### src/rtl/fetch_queue.sv
// Decoupled instruction prefetch queue. It issues sequential PCs to BIOS or IMEM
// by PC region, buffers {inst, pc} returns in a DEPTH-entry FIFO, and flushes on redirect.
module fetch_queue #(
  parameter int          DEPTH      = 4,
  parameter int          BIOS_AW    = 12,
  parameter int          IMEM_AW    = 14,
  parameter logic [31:0] RESET_PC   = 32'h4000_0000,
  parameter int          REGION_BIT = 30,
  localparam int         CW         = $clog2(DEPTH+1)
) (
  input  logic               clk,
  input  logic               rst,
  output logic               bios_en,
  output logic [BIOS_AW-1:0] bios_addr,
  input  logic [31:0]        bios_dout,
  output logic               imem_en,
  output logic [IMEM_AW-1:0] imem_addr,
  input  logic [31:0]        imem_dout,
  input  logic               redirect,
  input  logic [31:0]        redirect_pc,
  output logic               out_valid,
  input  logic               out_ready,
  output logic [31:0]        out_inst,
  output logic [31:0]        out_pc,
  output logic [CW-1:0]      count
);
  localparam int          PW  = (DEPTH > 1) ? $clog2(DEPTH) : 1;
  localparam logic [31:0] NOP = 32'h0000_0013;

  logic [31:0]   fetch_pc, infl_pc, ret_inst;
  logic          inflight, infl_bios;
  logic [31:0]   q_inst [DEPTH];
  logic [31:0]   q_pc   [DEPTH];
  logic [PW-1:0] rd_ptr, wr_ptr;
  logic          issue, push, pop, empty;

  function automatic logic [PW-1:0] ptr_inc(input logic [PW-1:0] p);
    return (p == PW'(DEPTH-1)) ? '0 : p + 1'b1;
  endfunction

  // Credit check: entries held plus the one read in flight must leave room.
  // A pop in the same cycle does not free a credit.
  assign issue = !rst && !redirect &&
                 (({1'b0, count} + {{CW{1'b0}}, inflight}) < (CW+1)'(DEPTH));

  assign bios_en   = issue &&  fetch_pc[REGION_BIT];
  assign imem_en   = issue && !fetch_pc[REGION_BIT];
  assign bios_addr = fetch_pc[BIOS_AW+1:2];
  assign imem_addr = fetch_pc[IMEM_AW+1:2];

  assign ret_inst  = infl_bios ? bios_dout : imem_dout;
  assign push      = inflight && !redirect;
  assign empty     = (count == '0);
  assign out_valid = !empty && !redirect;
  assign pop       = out_valid && out_ready;
  assign out_inst  = empty ? NOP   : q_inst[rd_ptr];
  assign out_pc    = empty ? 32'h0 : q_pc[rd_ptr];

  always_ff @(posedge clk) begin
    if (rst) begin
      fetch_pc  <= RESET_PC;
      inflight  <= 1'b0;
      infl_bios <= 1'b0;
      infl_pc   <= '0;
      rd_ptr    <= '0;
      wr_ptr    <= '0;
      count     <= '0;
    end else if (redirect) begin
      // Clearing inflight drops the read returning this cycle or next.
      fetch_pc <= redirect_pc & ~32'h3;
      inflight <= 1'b0;
      rd_ptr   <= '0;
      wr_ptr   <= '0;
      count    <= '0;
    end else begin
      inflight <= issue;
      if (issue) begin
        infl_bios <= fetch_pc[REGION_BIT];
        infl_pc   <= fetch_pc;
        fetch_pc  <= fetch_pc + 32'd4;
      end
      if (push) wr_ptr <= ptr_inc(wr_ptr);
      if (pop)  rd_ptr <= ptr_inc(rd_ptr);
      count <= count + CW'(push) - CW'(pop);
    end
  end

  always_ff @(posedge clk) begin
    if (!rst && push) begin
      q_inst[wr_ptr] <= ret_inst;
      q_pc[wr_ptr]   <= infl_pc;
    end
  end

  always_ff @(posedge clk) begin
    if (!rst && push) assert (count != CW'(DEPTH));
  end
endmodule
### config.mk
export PLATFORM = sky130hd
export DESIGN_NAME = fetch_queue
export DESIGN_NICKNAME = d
export VERILOG_FILES = /design/src/rtl/fetch_queue.sv
export SDC_FILE = /design/constraint.sdc
export NUM_CORES = 1
export LEC_CHECK = 0
export ABC_AREA = 1
export CORE_MARGIN = 4
export CORE_UTILIZATION = 45
export DETAILED_ROUTE_END_ITERATION = 16
export HOLD_SLACK_MARGIN = 0.05
export PLACE_DENSITY = 0.67
export SLEW_MARGIN = 20
export SYNTH_ARGS = -nofsm -noshare
export SYNTH_HDL_FRONTEND = slang
export SYNTH_SLANG_ARGS = --single-unit
### constraint.sdc
create_clock -name clk -period 9.3 [get_ports clk]
set_input_delay 1.395 -clock clk [delete_from_list [all_inputs] [get_ports clk]]
set_output_delay 1.395 -clock clk [all_outputs]
set_load 0.1 [all_outputs]
==> summary.txt <==
Detailed routing
  • Routed WL: around 32,000 µm
  • DRC violations left: 0
  • Routed WL per cell: ~16 µm
  • 1st-iter DRT viols: 586
  • Drt first pass iters: 5
  • Vias: 10,000
  • Post-route ant nets: 0
  • Vias per inst: 5.16

Yosys
  • Synth Flop Type: edfxtp_1
  • Async SR Flop Fraction: 0%
  • Area leader, netlist: edfxtp_1
  • Synth area leaders: edfxtp_1, dfxtp_1, nor2_1
  • Mapped cell area: approximately 14,000 µm²
  • Yosys cell types: 31
  • Cell with the most instances after synthesis: nor2_1
  • Ys Warns: 0
  • Seq cells post-synth: 318
  • Area share of the largest cell type after synthesis: between 50% and 60%
  • Sequential fraction of the synthesis area: between 60% and 70%
  • Syn Area/Cell: between 10 and 15 µm²
  • Synthesized instance count: between 1,000 and 1,500
  • Post-synth EDFFs: about 250
  • Commonest cells in the netlist: nor2_1, edfxtp_1, nand2_1

Min path
  • Hold_sp: rd_ptr[1]
  • Worst Hold Depth: 2
  • Hold Crit Class: reg -> reg

Power and ir drop
  • VDD IR max: 0.141 mV
  • Leak Pwr: 6.00 nW
  • Total power: ~3.2 mW
  • PwrDens: roughly 190 nW/µm²

Job
  • Max Cap Viol: 0

Placed design
  • Post-DP HPWL: around 19,000 µm
  • GP Congestion: 0.921
  • Port bufs: about 190
  • Placed cell area: between 15,000 and 20,000 µm²

Floorplan
  • Total die area: roughly 34,000 µm²
  • Rows: 64
  • Die Ht: 184 µm
  • Core ar.: approximately 31,000 µm²
  • Io pins: roughly 200
  • Die Wd: 184 µm
  • Initial Util: ~45%

Clocking
  • Post-CTS Hold Buffers: 0
  • Total setup buffers inserted after CTS: 0
  • Num CTS Buffers: 34
  • Clk Latency, worst-skew pair: 0.51 ns
  • Clock sinks: about 320
  • CTS max path bufs: 3
  • Clock Tree Root: clkbuf_16
  • CTS tree: built
  • Post-cts sizing count: 0
  • Clk pin slew, worst setup/hold paths: around 0.06 ns
  • H-tree depth: 2

GRT
  • Total gr overflow: 0
  • First-pass GRT wire length: ~50,000 µm
  • Largest net degree at the start of global routing: 97
  • GRT Util Overall: a little under a fifth
  • Vias in the first global route: just under 10,000
  • Initial antenna violation count: 0

Critical path
  • Reg-to-Reg Start: count[1]
  • FF-to-FF setup slack: roughly 6.6 ns
  • RR Endpoint: infl_pc[24]
  • Crit start category: flip-flop
  • Critical Path RT: 7.91 ns
  • Worst-path fanout max: 63
  • Worst setup EP type: primary output
  • Data arrival, critical path: between 4 and 5 ns
  • Register-to-Register Path Depth: 9
  • Crit Path Class: reg -> out

Timing
  • Final Setup Violations: 0
  • Setup TNS: 0 ns
  • Fin crit share: around 60%
  • Min Hold Slack: 0.501 ns
  • RSZ-0062 raised after global routing: false
  • Worst Clk Skew: roughly 0.017 ns
  • F_max: about 180 MHz
  • Final hold viol count: 0
  • Worst-Margin Slew: 1.08 ns
  • Slew Limit Fails: 0
  • Rel. slew slack: between 20% and 30%
  • Fin crit period: around 5.6 ns

Finish
  • Layout area overhead: 22.6%
  • Nets: between 1,500 and 2,000
  • Antenna Cells: 0
  • Share of cells above drive strength 1: 7.88%
  • Final instance area: about 17,000 µm²

Run status
  • Outcome: complete, no violations
worst max-delay path: stages, from the launching register on:
cell             delay, ns
dfxtp_2               0.31
buf_4                 0.64
inv_2                 0.50
buf_4                 0.42
nor2_1                0.16
o21ai_0               0.09
a21oi_1               0.32
clkdlybuf4s50_1       1.21
flip-flops by register name, summed over array words and instances (netlist names), named ones only:
register / cells
infl_pc: 30
inflight: 1
rd_ptr: 2
wr_ptr: 2
q_pc: 120
fetch_pc: 30
q_inst: 128
count: 3
stage by stage:
stage	utilization, %	instances	setup slack, ns
final	55.7	1944	3.70
after global routing	55.7	1944	3.52
after CTS	55.7	1944	3.65
after detailed placement	52.0	1884	4.03
after global placement	52.0	1884	4.02
after floorplan	-	1385	3.58
worst max-delay path by stage:
stage,slack (ns),cells past startpoint,end
2_1_floorplan,3.58,6,out_inst[1]
3_3_place_gp,4.02,7,imem_en
3_5_place_dp,4.03,7,imem_en
4_1_cts,3.65,7,out_pc[19]
5_1_grt,3.52,7,out_pc[18]
6_report,3.70,7,out_pc[19]
layer usage:
metal / wire length (µm) / vias up / GRT usage (%)
li1: - / 4946 / -
met1: 14300 / 4712 / 25.5
met2: 14700 / 316 / 30.1
met3: 2220 / 55 / 3.42
met4: 682 / 0 / 5.18
met5: 0 / - / 0
kinds of logic (layout without fill, tap and decap cells):
logic type | Yosys count | count (layout) | synth area share (%)
simple gates | 558 | 558 | 15.9
flops | 318 | 318 | 63.8
compound gates | 289 | 289 | 10.6
buf+inv | 171 | 334 | 5.79
mux | 32 | 32 | 2.60
fa+ha+maj | 9 | 9 | 0.866
xor+xnor | 6 | 6 | 0.379
other cells | 1 | 2 | 0.0270
report_power, final:
group / leakage (nW) / switching [mW] / internal [mW] / total, mW
sequential: 2.93 / 0.0265 / 1.56 / 1.59
clock: 0.556 / 0.533 / 0.806 / 1.34
combinational: 2.51 / 0.193 / 0.0939 / 0.287
total: 6.00 / 0.752 / 2.46 / 3.21
area by class of cell:
type                       instances  area [µm²]
clock buffer                      40         936
tap                              396         495
multi-input combinational        896        4250
timing repair buffer             204        2010
fill                            2629       13500
clock inverter                    20         186
sequential                       318        8850
inverter                          70         265
cells in the final DEF (no fill, tap or decap), types with 4 or more instances in the layout:
cell type,instances
nor2_1,325
edfxtp_1,248
clkdlybuf4s50_1,191
nand2_1,174
o21ai_0,168
a21oi_1,112
dfxtp_1,67
inv_1,65
nand3_1,39
clkbuf_16,36
mux2_2,32
buf_4,13
clkinv_2,9
ha_1,8
nor2_2,7
nor2_4,5
clkinv_1,5
xor2_1,4
(Power assumes the default switching activity.)
